## src/rtl/xor_mux_pkg.sv

```systemverilog
// Shared definitions for the mux-built XOR stream accumulator: mode codes,
// FSM state constants and the beat-counter width helper.
package xor_mux_pkg;

  localparam logic [1:0] MODE_XOR  = 2'b00;
  localparam logic [1:0] MODE_XNOR = 2'b01;
  localparam logic [1:0] MODE_ACC  = 2'b10;

  typedef logic [1:0] state_t;
  localparam state_t IDLE = 2'd0;
  localparam state_t ACC  = 2'd1;
  localparam state_t HOLD = 2'd2;

  // Counter must represent MAX_BEATS itself, hence the +1.
  function automatic int calc_cnt_w(input int max_beats);
    return $clog2(max_beats + 1);
  endfunction

endpackage

```

## src/rtl/xor_mux_stream_acc_lane.sv

```systemverilog
// WIDTH-bit array of 2:1 mux XOR cells; inv turns every cell into XNOR by
// swapping the polarity of the mux data inputs.
module xor_mux_lane #(
  parameter int WIDTH = 8
) (
  input  logic [WIDTH-1:0] a,
  input  logic [WIDTH-1:0] b,
  input  logic             inv,
  output logic [WIDTH-1:0] y
);

  logic [WIDTH-1:0] d0;
  logic [WIDTH-1:0] d1;

  assign d0 = inv ? ~b : b;
  assign d1 = inv ? b : ~b;

  for (genvar i = 0; i < WIDTH; i++) begin : g_cell
    assign y[i] = a[i] ? d1[i] : d0[i];
  end

endmodule

```

## src/rtl/xor_mux_stream_acc.sv

```systemverilog
// Registered XOR / XNOR / frame-accumulated XOR over a valid/ready stream.
// Define XOR_PARITY_OUT_EN to add the parity and par_err outputs.
module xor_mux_stream_acc
  import xor_mux_pkg::*;
#(
  parameter int WIDTH     = 8,
  parameter int MAX_BEATS = 16,
  parameter int CNT_W     = calc_cnt_w(MAX_BEATS)
) (
  input  logic             clk,
  input  logic             rst_n,
  input  logic             in_valid,
  output logic             in_ready,
  input  logic [WIDTH-1:0] A,
  input  logic [WIDTH-1:0] B,
  input  logic             in_last,
  input  logic [1:0]       mode,
  output logic             out_valid,
  input  logic             out_ready,
  output logic [WIDTH-1:0] out,
  output logic [CNT_W-1:0] beats
`ifdef XOR_PARITY_OUT_EN
  ,
  output logic             parity,
  output logic             par_err
`endif
);

  state_t           state;
  logic [WIDTH-1:0] acc;
  logic [CNT_W-1:0] cnt;
  logic [WIDTH-1:0] beat_res;
  logic [WIDTH-1:0] fold_base;
  logic [WIDTH-1:0] fold;
  logic [CNT_W-1:0] cnt_inc;
  logic             accept;
  logic             first_beat;
  logic             beat_inv;
  logic             closes;

  assign in_ready = (state == HOLD) ? out_ready : 1'b1;
  assign accept   = in_valid && in_ready;

  // HOLD behaves like IDLE for an incoming beat: it opens a new frame.
  assign first_beat = (state != ACC);
  assign beat_inv   = first_beat && (mode == MODE_XNOR);
  assign fold_base  = first_beat ? '0 : acc;
  assign cnt_inc    = first_beat ? CNT_W'(1) : cnt + CNT_W'(1);
  assign closes     = first_beat ? ((mode != MODE_ACC) || in_last)
                                 : (in_last || (cnt_inc == CNT_W'(MAX_BEATS)));

  xor_mux_lane #(.WIDTH(WIDTH)) u_beat_lane (
    .a   (A),
    .b   (B),
    .inv (beat_inv),
    .y   (beat_res)
  );

  xor_mux_lane #(.WIDTH(WIDTH)) u_fold_lane (
    .a   (fold_base),
    .b   (beat_res),
    .inv (1'b0),
    .y   (fold)
  );

  always_ff @(posedge clk or negedge rst_n) begin
    if (!rst_n) begin
      state     <= IDLE;
      out_valid <= 1'b0;
      out       <= '0;
      beats     <= '0;
      acc       <= '0;
      cnt       <= '0;
    end else if (accept) begin
      if (closes) begin
        out       <= fold;
        beats     <= cnt_inc;
        out_valid <= 1'b1;
        state     <= HOLD;
      end else begin
        acc       <= fold;
        cnt       <= cnt_inc;
        out_valid <= 1'b0;
        state     <= ACC;
      end
    end else if (state == HOLD && out_ready) begin
      out_valid <= 1'b0;
      state     <= IDLE;
    end
  end

`ifdef XOR_PARITY_OUT_EN
  logic acc_frame;
  logic err_q;

  assign acc_frame = !first_beat || (mode == MODE_ACC);
  assign par_err   = out_valid && err_q;

  // The closing beat's B MSB carries the producer's expected frame parity.
  always_ff @(posedge clk or negedge rst_n) begin
    if (!rst_n) begin
      parity <= 1'b0;
      err_q  <= 1'b0;
    end else if (accept && closes) begin
      parity <= ^fold;
      err_q  <= acc_frame && ((^fold) != B[WIDTH-1]);
    end else if (state == HOLD && out_ready) begin
      err_q  <= 1'b0;
    end
  end
`endif

endmodule

```

## config.mk

```make
export PLATFORM = sky130hd
export DESIGN_NAME = xor_mux_stream_acc
export DESIGN_NICKNAME = d
export VERILOG_FILES = /design/src/rtl/xor_mux_pkg.sv /design/src/rtl/xor_mux_stream_acc_lane.sv /design/src/rtl/xor_mux_stream_acc.sv
export SDC_FILE = /design/constraint.sdc
export NUM_CORES = 1
export LEC_CHECK = 0
export CORE_MARGIN = 10
export CORE_UTILIZATION = 52
export CTS_BUF_LIST = sky130_fd_sc_hd__clkbuf_8
export DETAILED_ROUTE_END_ITERATION = 8
export PLACE_DENSITY = 0.82
export SYNTH_ARGS = -nofsm -noshare
export SYNTH_HDL_FRONTEND = slang
export SYNTH_HIERARCHICAL = 1
export SYNTH_SLANG_ARGS = --single-unit
```

## constraint.sdc

```tcl
create_clock -name clk -period 3 [get_ports clk]
set_input_delay 0.45 -clock clk [delete_from_list [all_inputs] [get_ports clk]]
set_output_delay 0.45 -clock clk [all_outputs]
set_load 0.01 [all_outputs]
```

==> metrics.yaml <==
status:
  status: "completed"
hold_path:
  min-delay-path-class: "flop to flop"
  min-delay-start: "acc[3]"
drt:
  drc: 0
  ant_nets: 0
  wirelength_mm: 3.50
  num_vias: 1023
  avgViaCountPerCell: 5.09
  wl_per_cell_um: 17.4
  firstDrtPassIters: 3
  drt-initial-drc-count: 51
worst_setup_path:
  crit_path_start_kind: "flop"
  cp.required_ps: 3160
  path_class: "flop to flop"
  cp-startpoint: "out_valid"
  endpoint_kind: "flop"
  cp_cell_sequence: "and2b_1, nand4b_2, o31ai_4, and2b_4, mux2_2"
  reg2reg_setup_slack_ps: 570
  worst-path-max-fanout: 13
  reg2reg_depth: 5
  crit_path_end: "out[4]"
  slowest_stage: "and2b_1"
  worstReg2RegStart: "out_valid"
  slowest_delay_ps: 480
  r2r_end: "out[4]"
  cp_data_arrival_time_ps: 2580
grt:
  grt_overflow_total: 0
  grt_max_degree: 29
  grt_pass1_vias: 1169
  grt_use_total_pct: 12.3
  antenna_found_initial: 0
  grt_pass1_wl_mm: 6.04
timing:
  drv_slew: 0
  finalSetupTns_ps: 0
  skew_ps: 0.817
  slew_headroom_pct: 62.3
  hold_viol: 0
  rsz0062_at_grt: "no"
  period_needed_ps: 2430
  fmax_mhz: 412
  worst_slew_pin_slew_ps: 564
  setup_violations: 0
  fin_crit_sh_pct: 80.9
  layout_setup_ws_ps: 574
placement:
  io_buffers: 37
  pre_cts_slack_ps: 423
  detailed_place_hpwl_mm: 2.77
  place_congestion: 0.736
cells_and_area:
  nNetsFinal: 183
  area_delta_synth_final_pct: 24.4
  drive_above_1_share_pct: 21.0
  regArea_um2: 701
  multi_input_area_um2: 963
  diodes: 0
  fillers: 253
  postLayoutCoreUtil_pct: 69.2
cts:
  post_cts_buffers: 0
  cts.htree.levels: 1
  cts_tree: "yes"
  clock_path_buffers: 2
  post_cts_resized: 0
  clkSinkCount: 28
  cts-root-buf: "clkbuf_8"
  clk_pin_slew_worst_paths_ps: 90
  cts.hold.buffers_added: 0
  cts_made_buffers: 3
  insertion_delay_ps: 260
floorplan:
  io_pins: 38
  die_h_um: 77.9
  fp.dieW_um: 77.9
  coreArea_um2: 3130
  dieArea_um2: 6060
  initial_core_util_pct: 55.6
  fp-row-count: 20
yosys:
  async_flop_share_pct: 100
  synth_top_cell_by_area: "dfrtp_1"
  synthTopCellsByArea: "dfrtp_1 40%, xor3_1 22%, mux2_2 9.1%, mux2_4 6.9%, and2_1 3.2%"
  synth_edf_count: 0
  syn_nets: 144
  synth_area_um2: 1740
  yosysSeqAreaShare_pct: 40.3
  ys_ff_latch: 28
  synth_most_common_cell: "dfrtp_1"
  synth_top_area_share_pct: 40.3
  synth.distinct_cells: 32
  ys_top_cells_by_count: "28 x dfrtp_1, 16 x xor3_1, 14 x mux2_2, 9 x and2_1, 8 x mux2_4"
  syn_area_per_cell_um2: 14.5
  syn_inst: 120
  ys.warnings.count: 6
  synth-main-ff-cell: "dfrtp_1"
flow_run:
  cap_violations: 0
power_and_ir_drop:
  leakage_nw: 0.982
  powerDensity_nw_per_um2: 524
  vdd_drop_max_uv: 269
[per-stage QoR]
stage | hold WS [ps] | total power [mW] | std cells | area (µm²)
2_1_floorplan | 154 | 0.782 | 120 | 1740
3_3_place_gp | 480 | 0.929 | 198 | 2120
3_5_place_dp | 488 | 0.954 | 198 | 2120
4_1_cts | 508 | 1.15 | 201 | 2160
5_1_grt | 542 | 1.21 | 201 | 2160
6_report | 504 | 1.14 | 201 | 2160
[critical path: cells and delay by family, from the launching register on]
kind / cells / cell delay, ps
AND/OR/NAND/NOR: 3 / 1080
AO/OA/AOI/OAI: 1 / 450
multiplexers: 1 / 370
flip-flops: 1 / 420
[kinds of logic after synthesis]
group	share of synthesized area, %
AO/OA/AOI/OAI	4.03
XOR/XNOR	23.8
adder cells (fa/ha/maj)	0.719
buffers and inverters	4.39
flip-flops	40.3
multiplexers	16.5
other	0.215
AND/OR/NAND/NOR	10.1
[final cells by class]
cell class | count | share of cell area (%)
Multi-Input combinational cell | 82 | 44.5
Sequential cell | 28 | 32.4
Timing Repair Buffer | 39 | 17.8
Tap cell | 44 | 2.54
Clock buffer | 3 | 1.91
Inverter | 5 | 0.867
[registers in the layout (all words and copies together) (netlist names)]
signal / flops
beats: 5
out_valid: 1
state: 1
out: 8
acc: 8
cnt: 5
[how the worst min path moves through the flow]
| stage | end | slack [ps] | cells past startpoint |
|---|---|---|---|
| after detailed placement | acc[5] | 490 | 1 |
| after floorplan | acc[0] | 150 | 0 |
| after global placement | acc[6] | 480 | 1 |
| final | acc[3] | 500 | 1 |
| after CTS | acc[5] | 510 | 1 |
| after global routing | acc[3] | 540 | 1 |
[layout by cell type, fill, tap and decap left out, drive strengths merged, types with 2 or more instances in the layout]
master,n
clkdlybuf4s50,37
dfrtp,28
mux2,22
xor3,16
and2,9
inv,5
nand2,5
nor2,4
nand3,3
o21ai,3
clkbuf,3
o31ai,3
nand2b,2
buf,2
and2b,2
xnor2,2
[metal layers]
metal	global-route usage, %	wire length (µm)
met5	0	0
met4	3.28	9
met3	2.42	94
met2	21.9	1860
met1	14.6	1540
[where the power goes]
group	internal, mW	total [mW]	switching, mW
registers	0.473	0.525	0.0517
logic	0.278	0.415	0.137
clock network	0.0899	0.196	0.106
total	0.841	1.14	0.294
Note: power is estimated with default switching activity, not from simulation.
